[src/rtl/voice_mixer.sv]
// Time-multiplexed N-voice mixer: per-voice gain, accumulate, master shift, saturate to SAMPLE_W.
// Optional MIXER_ACTIVE_NORM_EN: shift derived from the number of active voices instead of master_shift.
module voice_mixer #(
  parameter int NUM_VOICES = 8,
  parameter int SAMPLE_W   = 24,
  parameter int GAIN_W     = 9
) (
  input  logic                           clk,
  input  logic                           reset_n,
  input  logic                           sample_tick,
  input  logic [NUM_VOICES*SAMPLE_W-1:0] voice_samples,
  input  logic [NUM_VOICES-1:0]          voice_active,
  input  logic [NUM_VOICES*GAIN_W-1:0]   voice_gain,
  input  logic [2:0]                     master_shift,
  output logic [SAMPLE_W-1:0]            mixer_output,
  output logic                           out_valid,
  output logic                           busy,
  output logic                           sat_flag,
  output logic                           overrun
);

  localparam int IDX_W  = (NUM_VOICES > 1) ? $clog2(NUM_VOICES) : 1;
  localparam int PROD_W = SAMPLE_W + GAIN_W + 1;
  localparam int TERM_W = PROD_W - 8;
  localparam int ACC_W  = SAMPLE_W + 1 + $clog2(NUM_VOICES) + 1;
  localparam logic [IDX_W-1:0] LAST_IDX = IDX_W'(NUM_VOICES - 1);

  typedef enum logic [1:0] {IDLE, ACCUM, DONE} state_t;

  state_t                        state_q, state_d;
  logic [IDX_W-1:0]              idx_q, idx_d;
  logic signed [ACC_W-1:0]       acc_q, acc_d;
  logic [SAMPLE_W-1:0]           mix_q, mix_d;
  logic                          valid_q, valid_d;
  logic                          sat_q, sat_d;
  logic                          overrun_q, overrun_d;
  logic                          load;

  logic [NUM_VOICES*SAMPLE_W-1:0] samples_q;
  logic [NUM_VOICES-1:0]          active_q;
  logic [NUM_VOICES*GAIN_W-1:0]   gain_q;
  logic [2:0]                     shift_q;
  logic [2:0]                     shift_in;

`ifdef MIXER_ACTIVE_NORM_EN
  function automatic logic [2:0] norm_shift(input logic [NUM_VOICES-1:0] act);
    int cnt;
    int s;
    cnt = 0;
    s   = 0;
    for (int v = 0; v < NUM_VOICES; v++) cnt += int'(act[v]);
    for (int k = 0; k < 7; k++) if ((1 << k) < cnt) s = k + 1;
    return 3'(s);
  endfunction

  logic unused_master_shift;
  assign unused_master_shift = ^master_shift;
  assign shift_in = norm_shift(voice_active);
`else
  assign shift_in = master_shift;
`endif

  // Datapath for the voice selected this cycle.
  logic signed [SAMPLE_W-1:0] sample_sel;
  logic [GAIN_W-1:0]          gain_sel;
  logic signed [PROD_W-1:0]   prod;
  logic signed [TERM_W-1:0]   term;

  assign sample_sel = samples_q[int'(idx_q)*SAMPLE_W +: SAMPLE_W];
  assign gain_sel   = gain_q[int'(idx_q)*GAIN_W +: GAIN_W];
  assign prod       = sample_sel * $signed({1'b0, gain_sel});
  assign term       = prod[PROD_W-1:8];

  // Final shift and saturation: clipped when the bits above the output sign disagree with it.
  logic signed [ACC_W-1:0] shifted;
  logic                    pos_clip, neg_clip;
  logic [SAMPLE_W-1:0]     sat_result;

  assign shifted  = acc_q >>> shift_q;
  assign pos_clip = !shifted[ACC_W-1] &&  (|shifted[ACC_W-2:SAMPLE_W-1]);
  assign neg_clip =  shifted[ACC_W-1] && !(&shifted[ACC_W-2:SAMPLE_W-1]);

  always_comb begin
    sat_result = shifted[SAMPLE_W-1:0];
    if (pos_clip)      sat_result = {1'b0, {(SAMPLE_W-1){1'b1}}};
    else if (neg_clip) sat_result = {1'b1, {(SAMPLE_W-1){1'b0}}};
  end

  always_comb begin
    // NOTE: every signal gets a default before the case so no path leaves it unassigned (no latches).
    state_d   = state_q;
    idx_d     = idx_q;
    acc_d     = acc_q;
    mix_d     = mix_q;
    valid_d   = 1'b0;
    sat_d     = 1'b0;
    overrun_d = overrun_q;
    load      = 1'b0;

    unique case (state_q)
      IDLE: begin
        if (sample_tick) begin
          load    = 1'b1;
          acc_d   = '0;
          idx_d   = '0;
          state_d = ACCUM;
        end
      end
      ACCUM: begin
        if (active_q[idx_q]) acc_d = acc_q + ACC_W'(term);
        if (idx_q == LAST_IDX) state_d = DONE;
        else                   idx_d   = idx_q + 1'b1;
      end
      DONE: begin
        mix_d   = sat_result;
        valid_d = 1'b1;
        sat_d   = pos_clip || neg_clip;
        state_d = IDLE;
      end
      default: state_d = IDLE;
    endcase

    if (sample_tick && state_q != IDLE) overrun_d = 1'b1;
  end

  // NOTE: sequential state uses non-blocking assignments so every register sees pre-edge values.
  always_ff @(posedge clk) begin
    if (!reset_n) begin
      state_q   <= IDLE;
      idx_q     <= '0;
      acc_q     <= '0;
      mix_q     <= '0;
      valid_q   <= 1'b0;
      sat_q     <= 1'b0;
      overrun_q <= 1'b0;
    end else begin
      state_q   <= state_d;
      idx_q     <= idx_d;
      acc_q     <= acc_d;
      mix_q     <= mix_d;
      valid_q   <= valid_d;
      sat_q     <= sat_d;
      overrun_q <= overrun_d;
    end
  end

  // NOTE: latched operands need no reset; they are only read after a load in IDLE overwrites them.
  always_ff @(posedge clk) begin
    if (load) begin
      samples_q <= voice_samples;
      active_q  <= voice_active;
      gain_q    <= voice_gain;
      shift_q   <= shift_in;
    end
  end

  assign mixer_output = mix_q;
  assign out_valid    = valid_q;
  assign sat_flag     = sat_q;
  assign overrun      = overrun_q;
  assign busy         = (state_q != IDLE);

endmodule

[config.mk]
export PLATFORM = sky130hd
export DESIGN_NAME = voice_mixer
export DESIGN_NICKNAME = d
export VERILOG_FILES = /design/src/rtl/voice_mixer.sv
export SDC_FILE = /design/constraint.sdc
export NUM_CORES = 1
export LEC_CHECK = 0
export ABC_AREA = 1
export CORE_MARGIN = 8
export CORE_UTILIZATION = 35
export CTS_CLUSTER_SIZE = 28
export DETAILED_ROUTE_END_ITERATION = 10
export GPL_TIMING_DRIVEN = 1
export PLACE_DENSITY = 0.58
export SYNTH_ARGS = -nofsm -noshare
export SYNTH_HDL_FRONTEND = slang
export SYNTH_SLANG_ARGS = --single-unit
[constraint.sdc]
create_clock -name clk -period 7.94 [get_ports clk]
set_clock_uncertainty 0.15 [all_clocks]
set_input_delay 1.191 -clock clk [delete_from_list [all_inputs] [get_ports clk]]
set_output_delay 1.191 -clock clk [all_outputs]
set_load 0.005 [all_outputs]
==> impl.org, run 1 <==
** Logic synthesis
- The cell area that synthesis handed to floorplanning was 22700 µm².
- Distinct cell type count of the synthesized netlist :: 54
- The Yosys step of the flow raised 0 warnings.
- The share of the Yosys chip area taken by registers is 0.417.
- When the netlist entered floorplanning its net count stood at 3031.
- In this run the mean area of a mapped cell was 9.19 µm².
- After technology mapping, the gate count stands at 2472.
- Yosys reg bits :: 336

** Critical path
- The worst setup path is captured at a flip-flop.
- R2R Setup Slk :: between 0.2 and 0.25 ns
- The critical path is of the reg2reg type.
- Instance count on the critical path :: 41
- Data required time at the worst endpoint :: 8.23 ns
- CP Launch Type :: flip-flop
- STA puts the critical path data arrival time at ~8.0 ns.
- CP top delay family :: adder cells
- Number of cell instances on the worst register-to-register path :: 41
- On the critical path, the stage with the largest delay is an instance of sky130_fd_sc_hd__fa_1.
- Buf/Inv on CP :: 11
- For this run, the slowest stage of the critical path takes 0.53 ns.
- Among the stages of the critical path, the cell type that occurs most often is sky130_fd_sc_hd__inv_1.
- Of all nets on the critical path, the largest fanout is 11.

** Routing
- The first TritonRoute pass finished after 5 iterations.
- Final wirelength :: 67.0 mm
- Detailed Route Iter0 Violations :: 1205
- After detailed routing, the average wire length per cell comes to approximately 18 µm.
- ANT nets after route :: 0
- Vias :: 18400
- In the routed design, unresolved DRC markers number 0.
- DR vias/cell :: 4.91

** Final layout
- The area growth from synthesis to layout is 30.7%.
- Final layout net count :: 3415
- Proportion of layout cells with a drive suffix above 1 :: 0.127
- The finished cells cover approximately 30000 µm².
- Filler Cells Inserted :: 6059

** Placed design
- The wire-length estimate of the detail-placed layout is 51.9 mm.
- Count of buffers inserted at the top-level ports :: between 300 and 400
- Routability-driven placement finished with a final weighted congestion of 0.889.
- The placed instances occupy a cell area of between 20000 and 30000 µm².

** Hold path
- Hold/Removal Path Class :: reg2reg
- Number of cells traversed by the worst hold path :: 2

** Clock tree
- CTS Buffer Depth :: 3
- TritonCTS built the clock tree.
- CTS clk-pin slew, worst paths :: 0.07 ns
- CTS placed an instance of sky130_fd_sc_hd__clkbuf_16 at the clock tree root.
- Source-to-sink clock delay at the later pin of the worst-skew pair :: around 0.57 ns
- Number of buffers inserted during clock tree synthesis :: 38
- CTS H-Tree Depth :: 2
- Total of hold buffers inserted after clock tree synthesis :: 0
- The tree built by TritonCTS fans out to ~340 sinks.

** Run
- The tool flagged a number of max-cap violations equal to 0.

** STA
- Final critical-path required period :: 7.71 ns
- Worst relative slew slack :: 0.351
- Tightest Pin Transition :: 0.973 ns
- Endpoints failing setup :: 0
- Setup repair after global routing could not meet its margin everywhere.
- Fraction of the cycle the final worst path needs :: 0.971
- The total count of hold-check failures in the final report came to 0.
- Max frequency :: 130 MHz
- The final-report max-slew violation count was 0.

** Global route
- The first global-routing pass estimated 103 mm of wire.
- Global-route layer with the greatest usage :: met2
- The number of global-route vias before repair is about 19000.
- Met3 demand-to-capacity share in global routing :: 0.0319
- Number of antenna violations at the first check in global routing :: 5
- Met1 GRT Util :: 0.220
- After global routing the overflow that remains totals 0.
- Global routing usage summed across all routing layers :: 0.173
- Entering global routing, the biggest net connects 135 pins.
- Met2 usage :: 0.305

** Die
- In this run the core area contains 93 standard-cell rows.
- Die area :: approximately 73000 µm²
- After floorplanning, the core was sized to cover about 64000 µm².
- Die Wd :: 271 µm
- Die height :: 271 µm
- For this configuration, the core starts out at a cell density of 0.353.
- During I/O placement, the number of pins put on the boundary was 306.

** Run status
- Result of the run :: finished, final reports clean
==> per-stage QoR <==
step	setup TNS, ns	worst slack [ns]	util	std cells	hold slack (ns)
4_1_cts	0	0.0228	0.445	3703	0.316
3_5_place_dp	-0.716	-0.197	0.423	3628	0.307
5_1_grt	-0.843	-0.168	0.461	3742	0.342
6_report	0	0.227	0.461	3742	0.318
2_1_floorplan	0	0.316	-	2472	0.295
3_3_place_gp	-0.0102	-0.0102	0.423	3628	0.302
==> worst paths after layout <==
path | start | to
worst max-delay path | idx_q[0] | acc_q[22]
worst min-delay path | mixer_output[13] | mixer_output[13]
worst max register to register | idx_q[0] | acc_q[22]
worst min register to register | mixer_output[13] | mixer_output[13]
==> final cells by class <==
| class | instances | area [µm²] | area share |
|---|---|---|---|
| repair inverters | 1 | 8.76 | 0.000295 |
| diodes | 2 | 5.00 | 0.000169 |
| well taps | 855 | 1070 | 0.0360 |
| inverters | 387 | 1490 | 0.0500 |
| clock buffers | 49 | 1020 | 0.0345 |
| repair buffers | 442 | 4410 | 0.148 |
| flip-flops and latches | 336 | 9490 | 0.320 |
| clock inverters | 20 | 243 | 0.00818 |
| multi-input cells | 1650 | 12000 | 0.403 |
==> state kept, by name, indices dropped and copies added (netlist names) <==
register,count
idx_q,3
acc_q,29
sat_flag,1
shift_q,3
out_valid,1
overrun,1
active_q,8
samples_q,192
mixer_output,24
state_q,2
gain_q,72
==> cell usage in the layout, fill, tap and decap left out, types with 8 or more instances in the layout <==
| master | count |
|---|---|
| sky130_fd_sc_hd__o21a_1 | 8 |
| sky130_fd_sc_hd__nand2_1 | 366 |
| sky130_fd_sc_hd__clkdlybuf4s50_1 | 305 |
| sky130_fd_sc_hd__nand3_1 | 63 |
| sky130_fd_sc_hd__ha_4 | 10 |
| sky130_fd_sc_hd__ha_1 | 85 |
| sky130_fd_sc_hd__buf_12 | 11 |
| sky130_fd_sc_hd__clkbuf_16 | 44 |
| sky130_fd_sc_hd__o22ai_1 | 50 |
| sky130_fd_sc_hd__a21oi_1 | 137 |
| sky130_fd_sc_hd__or2_2 | 8 |
| sky130_fd_sc_hd__edfxtp_1 | 275 |
| sky130_fd_sc_hd__o21ai_4 | 11 |
| sky130_fd_sc_hd__o22ai_2 | 8 |
| sky130_fd_sc_hd__nor2_1 | 291 |
| sky130_fd_sc_hd__a21oi_2 | 20 |
| sky130_fd_sc_hd__dfxtp_1 | 59 |
| sky130_fd_sc_hd__nor2_2 | 17 |
| sky130_fd_sc_hd__fa_1 | 176 |
| sky130_fd_sc_hd__buf_4 | 109 |
| sky130_fd_sc_hd__o21ai_2 | 10 |
| sky130_fd_sc_hd__o21ai_0 | 223 |
| sky130_fd_sc_hd__xnor2_1 | 13 |
| sky130_fd_sc_hd__nand2_2 | 18 |
| sky130_fd_sc_hd__o21ai_1 | 32 |
| sky130_fd_sc_hd__inv_1 | 362 |
| sky130_fd_sc_hd__xor2_1 | 13 |
| sky130_fd_sc_hd__clkbuf_1 | 9 |
| sky130_fd_sc_hd__inv_2 | 18 |
| sky130_fd_sc_hd__ha_2 | 8 |
==> Yosys cell counts (all sizes together) <==
cell type | instances | area share
fa | 178 | 0.16
clkinv | 2 | 0.00039
dfxtp | 61 | 0.054
and2 | 1 | 0.00028
nor3 | 11 | 0.0024
o22ai | 58 | 0.016
nand4 | 6 | 0.0017
buf | 50 | 0.012
o21bai | 3 | 0.0012
o41ai | 1 | 0.00072
clkbuf | 49 | 0.0081
xnor2 | 15 | 0.0058
ha | 103 | 0.057
a31oi | 11 | 0.0036
nand3 | 66 | 0.015
nor2 | 312 | 0.053
edfxtp | 275 | 0.36
mux2 | 1 | 0.00050
a21oi | 158 | 0.035
a22oi | 1 | 0.00033
a21boi | 3 | 0.00099
o21a | 8 | 0.0026
o211a | 1 | 0.00044
nor4 | 2 | 0.00055
o31ai | 3 | 0.0016
mux2i | 3 | 0.0013
o221ai | 4 | 0.0015
or2 | 9 | 0.0025
o211ai | 4 | 0.0015
nand2 | 385 | 0.065
xor2 | 17 | 0.0066
inv | 385 | 0.064
a211oi | 2 | 0.00066
o31a | 1 | 0.00039
o21ai | 276 | 0.062
a21o | 7 | 0.0023
==> tightest hold or removal path, cell delays in order, from the launching register on <==
cell and delay [ns]:
sky130_fd_sc_hd__dfxtp_1 0.31, sky130_fd_sc_hd__nand2_1 0.06, sky130_fd_sc_hd__a21oi_1 0.05
==> layer usage <==
metal  vias up  part of all wire
li1       8885                 -
met1      8866              0.43
met2       546              0.49
met3        87             0.060
met4         4             0.020
met5         -           0.00034
==> timing repair <==
action	4_1_cts	5_1_grt
pin swaps	1	32
endpoints found under the setup margin	12	21
cloned	2	6
resized for setup	9	167
setup buffers	4	32
==> cell families (layout without fill, tap and decap cells) <==
| group | Yosys count | count (layout) | synth area share |
|---|---|---|---|
| DFF | 336 | 336 | 0.417 |
| xor gates and xnor gates | 32 | 32 | 0.0123 |
| adders and majority gates | 281 | 281 | 0.214 |
| other | 0 | 2 | 0 |
| and+or+nand+nor | 792 | 792 | 0.140 |
| buffers and inverters | 486 | 899 | 0.0841 |
| AOI/OAI and AO/OA | 541 | 541 | 0.131 |
| muxes | 4 | 4 | 0.00182 |
Power of run 1 is left out: the tool's default activity adds up to more than one toggle a clock period on the data nets, which glitch-free logic cannot reach.
==> run 2, diff against run 1 <==
--- a/config.mk
+++ b/config.mk
@@ -12,6 +12,7 @@
 export DETAILED_ROUTE_END_ITERATION = 10
 export GPL_TIMING_DRIVEN = 1
 export PLACE_DENSITY = 0.58
+export SLEW_MARGIN = 20
 export SYNTH_ARGS = -nofsm -noshare
 export SYNTH_HDL_FRONTEND = slang
 export SYNTH_SLANG_ARGS = --single-unit
==> results of run 2 <==
Same layout as run 1: the final DEF is identical, and so are final timing and power.
Power of run 2 is left out for the same reason.
